===== config.mk =====
export PLATFORM = sky130hd
export DESIGN_NAME = dma_burst_ctrl
export DESIGN_NICKNAME = d
export VERILOG_FILES = /design/src/rtl/dma_burst_ctrl_pkg.sv /design/src/rtl/dma_burst_calc.sv /design/src/rtl/dma_burst_ctrl.sv
export SDC_FILE = /design/constraint.sdc
export NUM_CORES = 1
export LEC_CHECK = 0
export CORE_AREA = 4 4 123 125
export DETAILED_ROUTE_END_ITERATION = 10
export DIE_AREA = 0 0 127 129
export MAX_ROUTING_LAYER = met4
export PLACE_DENSITY = 0.85
export SKIP_CTS_REPAIR_TIMING = 1
export SYNTH_ARGS = -nofsm -noshare
export SYNTH_HDL_FRONTEND = slang
export SYNTH_HIERARCHICAL = 1
export SYNTH_SLANG_ARGS = --single-unit
export TNS_END_PERCENT = 5

===== constraint.sdc =====
create_clock -name clk -period 10.1 [get_ports clk]
set_input_delay 2.525 -clock clk [delete_from_list [all_inputs] [get_ports clk]]
set_output_delay 2.525 -clock clk [all_outputs]
set_load 0.05 [all_outputs]

===== src/rtl/dma_burst_ctrl_pkg.sv =====
`default_nettype none
// ============================================================================
// Module   : dma_burst_ctrl_pkg
// Purpose  : Shared definitions for the DMA burst sequencer: FSM state
//            encoding, the AXI 4 KB boundary constants and the maximum
//            burst-length derivation.
// Revision : 1.0 - initial release
// ============================================================================
package dma_burst_ctrl_pkg;

    typedef enum logic [2:0] {
        S_IDLE      = 3'd0,
        S_CALC      = 3'd1,
        S_WAIT_IDLE = 3'd2,
        S_XFER      = 3'd3,
        S_BURST_END = 3'd4,
        S_DONE      = 3'd5
    } state_t;

    // A single AXI burst may never cross a 4 KB address boundary.
    localparam int unsigned c_boundary_bytes = 4096;
    localparam int unsigned c_boundary_bits  = 12;

    // Largest burst the AXI length field can describe (len field = beats-1).
    function automatic int unsigned max_burst(input int unsigned axi_len_w);
        return 32'd1 << axi_len_w;
    endfunction

endpackage
`default_nettype wire


===== src/rtl/dma_burst_calc.sv =====
`default_nettype none
// ============================================================================
// Module   : dma_burst_calc
// Purpose  : Combinational burst sizing. Returns the number of beats for the
//            next burst as min(remaining words, max AXI burst, words left
//            before the next 4 KB boundary).
// Ports    : i_offset    - low 12 bits of the current byte address
//            i_remaining - words still to move in the descriptor
//            o_beats     - beats for the next burst (1 .. 2^AXI_LEN_W)
// Revision : 1.0 - initial release
// ============================================================================
module dma_burst_calc
    import dma_burst_ctrl_pkg::*;
#(
    parameter int DATA_W    = 32,
    parameter int AXI_LEN_W = 8,
    parameter int LEN_W     = 16
) (
    input  logic [c_boundary_bits-1:0] i_offset,
    input  logic [LEN_W-1:0]           i_remaining,
    output logic [AXI_LEN_W:0]         o_beats
);

    localparam int unsigned c_bytes     = DATA_W / 8;
    localparam int unsigned c_max_burst = max_burst(AXI_LEN_W);

    logic [31:0] w_words_to_bnd;
    logic [31:0] w_rem;
    logic [31:0] w_cap;
    logic [31:0] w_beats;

    always_comb begin
        // Offset 0 yields a full 4 KB page worth of words.
        w_words_to_bnd = (c_boundary_bytes - 32'(i_offset)) / c_bytes;
        w_rem          = 32'(i_remaining);
        w_cap          = (w_rem < c_max_burst) ? w_rem : c_max_burst;
        w_beats        = (w_words_to_bnd < w_cap) ? w_words_to_bnd : w_cap;
        // Result never exceeds 2^AXI_LEN_W, so it fits in AXI_LEN_W+1 bits.
        o_beats        = (AXI_LEN_W+1)'(w_beats);
    end

endmodule
`default_nettype wire


===== src/rtl/dma_burst_ctrl.sv =====
`default_nettype none
// ============================================================================
// Module   : dma_burst_ctrl
// Purpose  : Descriptor sequencer in front of the DMA block's native port.
//            Splits one descriptor into AXI bursts that respect the maximum
//            burst length and never cross 4 KB, programs dma_len per burst
//            and issues one native access per word, moving data between the
//            user stream/sink and the DMA block.
// Ports    : cfg_*        - descriptor launch (start, addr, len, dir)
//            busy/done/error - status towards the register file
//            s_*          - write-direction input stream
//            m_*          - read-direction output sink
//            dma_*        - native DMA port (valid/address/wdata/wstrb/rdata/
//                           rdy), burst length and DMA idle/error status
// Revision : 1.0 - initial release
// ============================================================================
module dma_burst_ctrl
    import dma_burst_ctrl_pkg::*;
#(
    parameter int ADDR_W    = 32,
    parameter int DATA_W    = 32,
    parameter int AXI_LEN_W = 8,
    parameter int LEN_W     = 16
) (
    input  logic                  clk,
    input  logic                  rst,
    input  logic                  cfg_start,
    input  logic [ADDR_W-1:0]     cfg_addr,
    input  logic [LEN_W-1:0]      cfg_len,
    input  logic                  cfg_dir,
    output logic                  busy,
    output logic                  done,
    output logic                  error,
    input  logic                  s_valid,
    input  logic [DATA_W-1:0]     s_data,
    output logic                  s_ready,
    output logic                  m_valid,
    output logic [DATA_W-1:0]     m_data,
    input  logic                  m_ready,
    output logic                  dma_valid,
    output logic [ADDR_W-1:0]     dma_address,
    output logic [DATA_W-1:0]     dma_wdata,
    output logic [DATA_W/8-1:0]   dma_wstrb,
    input  logic [DATA_W-1:0]     dma_rdata,
    input  logic                  dma_rdy,
    output logic [AXI_LEN_W-1:0]  dma_len,
    input  logic                  dma_idle,
    input  logic                  dma_error
);

    localparam int unsigned        c_bytes      = DATA_W / 8;
    localparam logic [ADDR_W-1:0]  c_stride     = ADDR_W'(c_bytes);
    localparam logic [ADDR_W-1:0]  c_align_mask = ADDR_W'(c_bytes - 1);
    localparam logic [AXI_LEN_W:0] c_one_beat   = (AXI_LEN_W+1)'(1);
    localparam logic [LEN_W-1:0]   c_one_word   = LEN_W'(1);

    state_t                r_state;
    state_t                w_next;
    logic [ADDR_W-1:0]     r_addr;
    logic [LEN_W-1:0]      r_remaining;
    logic                  r_dir;
    logic                  r_error;
    logic [AXI_LEN_W:0]    r_beat_cnt;
    logic [AXI_LEN_W-1:0]  r_dma_len;
    // In write mode r_dma_valid doubles as the hold-register full flag.
    logic                  r_dma_valid;
    logic [DATA_W-1:0]     r_wdata;
    logic                  r_sink_valid;
    logic [DATA_W-1:0]     r_sink_data;

    logic [AXI_LEN_W:0]    w_beats;
    logic                  w_misaligned;
    logic                  w_beat_done;
    logic                  w_last_beat;
    logic                  w_abort;
    logic                  w_s_ready;
    logic                  w_s_fire;
    logic                  w_rd_issue;

    dma_burst_calc #(
        .DATA_W    (DATA_W),
        .AXI_LEN_W (AXI_LEN_W),
        .LEN_W     (LEN_W)
    ) u_calc (
        .i_offset    (r_addr[c_boundary_bits-1:0]),
        .i_remaining (r_remaining),
        .o_beats     (w_beats)
    );

    // ------------------------------------------------------------------------
    // State register
    // ------------------------------------------------------------------------
    always_ff @(posedge clk) begin
        if (rst) begin
            r_state <= S_IDLE;
        end else begin
            r_state <= w_next;
        end
    end

    // ------------------------------------------------------------------------
    // Next state and status outputs
    // ------------------------------------------------------------------------
    always_comb begin
        w_next       = r_state;
        busy         = 1'b0;
        done         = 1'b0;
        w_misaligned = (cfg_addr & c_align_mask) != '0;
        w_beat_done  = r_dma_valid && dma_rdy;
        w_last_beat  = w_beat_done && (r_beat_cnt == c_one_beat);
        // Once an error is seen no new access is started; the one in flight
        // is still allowed to finish.
        w_abort      = r_error || dma_error;
        w_s_ready    = (r_state == S_XFER) && r_dir && !r_dma_valid && !w_abort;
        w_s_fire     = w_s_ready && s_valid;
        w_rd_issue   = (r_state == S_XFER) && !r_dir && !r_dma_valid &&
                       !r_sink_valid && !w_abort;

        unique case (r_state)
            S_IDLE: begin
                if (cfg_start) begin
                    w_next = (w_misaligned || (cfg_len == '0)) ? S_DONE : S_CALC;
                end
            end
            S_CALC: begin
                busy   = 1'b1;
                w_next = S_WAIT_IDLE;
            end
            S_WAIT_IDLE: begin
                busy = 1'b1;
                if (dma_error) begin
                    w_next = S_DONE;
                end else if (dma_idle) begin
                    w_next = S_XFER;
                end
            end
            S_XFER: begin
                busy = 1'b1;
                if (w_abort && (!r_dma_valid || w_beat_done)) begin
                    w_next = S_DONE;
                end else if (w_last_beat) begin
                    w_next = S_BURST_END;
                end
            end
            S_BURST_END: begin
                busy = 1'b1;
                if (r_remaining != '0) begin
                    w_next = S_CALC;
                end else if (r_dir || !r_sink_valid) begin
                    // Read descriptors finish only after the sink drained.
                    w_next = S_DONE;
                end
            end
            S_DONE: begin
                done   = 1'b1;
                w_next = S_IDLE;
            end
            default: begin
                w_next = S_IDLE;
            end
        endcase

        s_ready = w_s_ready;
    end

    // ------------------------------------------------------------------------
    // Descriptor, burst and data-path registers
    // ------------------------------------------------------------------------
    always_ff @(posedge clk) begin
        if (rst) begin
            r_addr       <= '0;
            r_remaining  <= '0;
            r_dir        <= 1'b0;
            r_error      <= 1'b0;
            r_beat_cnt   <= '0;
            r_dma_len    <= '0;
            r_dma_valid  <= 1'b0;
            r_wdata      <= '0;
            r_sink_valid <= 1'b0;
            r_sink_data  <= '0;
        end else begin
            if ((r_state == S_IDLE) && cfg_start) begin
                r_addr      <= cfg_addr;
                r_remaining <= cfg_len;
                r_dir       <= cfg_dir;
                r_error     <= w_misaligned;
            end

            if (r_state == S_CALC) begin
                r_beat_cnt <= w_beats;
                r_dma_len  <= AXI_LEN_W'(w_beats - c_one_beat);
            end

            if (((r_state == S_WAIT_IDLE) || (r_state == S_XFER)) && dma_error) begin
                r_error <= 1'b1;
            end

            if (w_s_fire) begin
                r_wdata     <= s_data;
                r_dma_valid <= 1'b1;
            end

            if (w_rd_issue) begin
                r_dma_valid <= 1'b1;
            end

            if (r_sink_valid && m_ready) begin
                r_sink_valid <= 1'b0;
            end

            // Remaining words are retired per completed beat, so the count
            // is already final when the burst ends.
            if (w_beat_done) begin
                r_dma_valid <= 1'b0;
                r_addr      <= r_addr + c_stride;
                r_remaining <= r_remaining - c_one_word;
                r_beat_cnt  <= r_beat_cnt - c_one_beat;
                if (!r_dir) begin
                    r_sink_valid <= 1'b1;
                    r_sink_data  <= dma_rdata;
                end
            end
        end
    end

    always_comb begin
        error       = r_error;
        m_valid     = r_sink_valid;
        m_data      = r_sink_data;
        dma_valid   = r_dma_valid;
        dma_address = r_addr;
        dma_wdata   = r_wdata;
        dma_wstrb   = (r_dma_valid && r_dir) ? '1 : '0;
        dma_len     = r_dma_len;
    end

endmodule
`default_nettype wire


==> summary.md <==
The peak fanout along the critical path is 4. At the pin with the least slew margin, the transition time is 1.07 ns. Detailed placement ended at an HPWL of 14900 um. The logs give 1156 for the fill cell total of the finished layout and 40.2% for the proportion of synthesized chip area in sequential cells.

Counting cells, the worst reg-to-reg path comes to 17. The final instance area is 0.00971 sq mm, and the ratio of cells with drive above 1 in the final layout is 6.81%. CTS built an H-tree with a depth of 4.

In the final layout, flip-flops and latches occupy 0.00272 sq mm. The average routed wire per standard cell is 16.3 um, and the starting density of the core is 48.8%. The final weighted congestion in routability-driven placement was 0.908. The worst register-to-register path begins at dma_address[3]. The clock-pin slew of the registers on the worst-case setup and hold paths came out at 0.06 ns. TritonCTS built the clock tree. The floorplan step defined a core boundary enclosing 0.0139 sq mm. Clock net sink count: 136. STA classifies the critical path endpoint as an output pin.

The worst-case clock buffer depth was 2. The top-area cell type share of the netlist area came out at 40.2%. The most common cell after layout, fill and taps aside was sky130_fd_sc_hd__clkdlybuf4s50_1. In this run, synthesis inferred 0 flip-flops with an integrated enable. In this run the top signal layer used is met4. Count of final hold-check violations: 0. The final layout contains routed wiring with a total length of 20700 um. For the number of endpoints failing setup at the final stage, the log shows 0. For the number of global-route vias before repair, the log shows 6717.

Worst setup path category: input pin to output pin. The run finished with clean final reports. STA classifies the critical path startpoint as an input pin. Derived from the worst setup path, the maximum achievable clock frequency is 0.144 GHz. Data on the critical path arrives at its endpoint at 4.41 ns. After detailed routing, the wire length on met1 is 8790 um. Setup repair after global routing left no endpoint under its margin. Sorting the synthesized cells by area gives the leading types as sky130_fd_sc_hd__dfxtp_1, sky130_fd_sc_hd__nand2_1, sky130_fd_sc_hd__a21oi_1. The floorplan step set the die width to 127 um. The worst register-to-register path has a setup slack of 5.35 ns.

Between clock sinks in the finished design, the worst skew comes to 0.0126 ns. Violation count after the first detailed-route iteration: 469. The count of synthesis-stage warnings from yosys is 6, and the all-layer global routing usage is 25.9%.

For this run, the detailed router's first-pass iteration total came to 8. The count of port buffers added during placement works out to 234. The area of placed instances was 0.00917 sq mm; the data required time at the worst endpoint was 7.58 ns.

The tools report the placement row count as 43. The tool flagged a number of max-cap violations equal to 0. Class of the most critical hold timing path: flip-flop to flip-flop. The biggest area contributor in the post-synthesis netlist is sky130_fd_sc_hd__dfxtp_1. The mean number of vias per cell is 5.56, and the distinct cell type count after synthesis is 69. The endpoint identified for the worst register-to-register timing path is dma_len[6]. Summed over all failing endpoints, the final setup total negative slack is 0 ns. VDD sags by at most 0.164 mV.

The initial antenna violation count was 0. The final route contains 7042 vias. The final critical path time including I/O delays and setup was 6.93 ns.

The power density normalized to cell area was 260 mW/mm^2. The run gives 0 as the number of slew-limit violations in the final report. Root buffer cell: sky130_fd_sc_hd__clkbuf_16. Entering global routing, the biggest net connects 83 pins. In the final layout, the multi-input gates occupy 0.00375 sq mm. Measured along the y axis, the die boundary spans 129 um. The count of cells along the worst hold path is 2.

The endpoint with the worst hold slack is dma_wdata[27]. Pin placement for this block handled 235 I/O pins. The signed area change from the synthesized netlist to the final layout is 43.4%, and the number of antenna repair diodes is 0. The die covers 0.0164 sq mm. For this design the static power due to leakage is 3.38 nW. The cell area that synthesis handed to floorplanning was 0.00677 sq mm.

The worst pin sits at a relative slew slack of 28.6%. The first global-routing pass estimated 33400 um of wire. The run gives 17 as the TritonCTS buffer count. The tools report the startpoint of the lowest-slack hold path as dma_wdata[27]. The number of nets with antenna violations after routing is 0, and the synthesized instance count is 870. Summed over all nets, wire length on met2 after detailed routing comes to 10000 um. In the layout the commonest cells are sky130_fd_sc_hd__clkdlybuf4s50_1, sky130_fd_sc_hd__nand2_1, sky130_fd_sc_hd__dfxtp_1. Among all flip-flop cells after synthesis, the most frequent one is sky130_fd_sc_hd__dfxtp_1.

The share of flip-flops with an asynchronous set or reset after synthesis is 0%, and the total congestion overflow is 0. The final cycle utilization of the critical path was 68.7%. The average cell area after synthesis is 7.78 sq um, and the number of design rule violations left after detail routing is 0. The synthesized flop and latch total was 136.

The run gives 0.42 ns as the worst-skew pair later-pin latency. The net total in the final layout is 1212. Detailed routing placed a total of 1540 um of wire on met3.
-- cell usage after synthesis, drive strengths merged (3+ instances only) --
master / number
a2111oi: 5
a211oi: 20
a21oi: 114
a311oi: 5
a31oi: 16
and2: 4
and3: 16
and4: 4
buf: 15
clkbuf: 42
dfxtp: 136
ha: 16
inv: 17
mux2: 5
mux2i: 10
nand2: 195
nand2b: 8
nand3: 15
nand3b: 3
nand4: 10
nor2: 67
nor2b: 4
nor3: 22
nor3b: 3
nor4: 22
o211ai: 15
o21ai: 17
o311ai: 4
or2: 4
or3: 9
or4: 6
xnor2: 9
xor2: 6
-- per-layer routing --
layer | GRT usage [%] | vias to the layer above
li1 | - | 3497
met1 | 32.6 | 3250
met2 | 41.4 | 263
met3 | 7.10 | 32
met4 | 6.88 | 0
met5 | - | -
-- worst max-delay path by stage --
| stage | slack [ns] | to | cells past startpoint | start |
|---|---|---|---|---|
| after CTS | 3.15 | s_ready | 5 | dma_error |
| after detailed placement | 3.16 | s_ready | 5 | dma_error |
| after global placement | 3.18 | s_ready | 5 | dma_error |
| final | 3.17 | s_ready | 5 | dma_error |
| after floorplan | 4.28 | s_ready | 3 | dma_error |
| after global routing | 3.05 | s_ready | 5 | dma_error |
-- report_power, final --
| group | total [mW] | leakage [nW] | switching, mW | internal [mW] |
|---|---|---|---|---|
| Combinational | 1.20 | 2.02 | 0.723 | 0.478 |
| Clock | 0.576 | 0.261 | 0.234 | 0.342 |
| Sequential | 0.748 | 1.11 | 0.122 | 0.626 |
| Total | 2.53 | 3.38 | 1.08 | 1.45 |
-- layout make-up --
type	instances	share of cell area (%)
multi-input combinational	660	38.6
sequential	136	28.0
timing repair buffer	243	24.8
clock buffer	19	4.56
tap	180	2.32
clock inverter	11	1.06
inverter	17	0.657
-- kinds of logic (layout without fill, tap and decap cells) --
kind of cell	after synthesis	after routing	share of synthesized area (%)
other	1	2	0.0554
buffers and inverters	75	290	4.78
multiplexers	15	15	2.31
XOR/XNOR	15	15	1.94
flip-flops	136	136	40.2
AND/OR/NAND/NOR	402	402	29.1
AO/OA/AOI/OAI	210	210	18.6
adder cells (fa/ha/maj)	16	16	2.96
-- stage by stage --
stage	worst slack, ns	power, mW	util, %	hold slack [ns]	cells
2_1_floorplan	4.28	1.63	-	0.453	871
3_3_place_gp	3.18	1.92	66.0	0.441	1236
3_5_place_dp	3.16	1.95	66.0	0.445	1236
4_1_cts	3.15	2.53	70.0	0.454	1266
5_1_grt	3.05	2.70	70.0	0.473	1266
6_report	3.17	2.53	70.0	0.452	1266
-- registers in the layout, indices dropped and copies added, names as in the netlist --
signal / cells
dma_address: 32
dma_wdata: 32
m_data: 32
r_remaining: 16
r_beat_cnt: 9
dma_len: 8
r_state: 3
dma_valid: 1
error: 1
m_valid: 1
r_dir: 1
-- critical path: stages --
cell and delay, ns:
sky130_fd_sc_hd__clkdlybuf4s50_1 0.46, sky130_fd_sc_hd__nor2_1 0.18, sky130_fd_sc_hd__and3b_1 0.24, sky130_fd_sc_hd__and2_1 0.19
sky130_fd_sc_hd__clkdlybuf4s50_1 0.82
No activity file was read; power rests on OpenSTA's default activity.
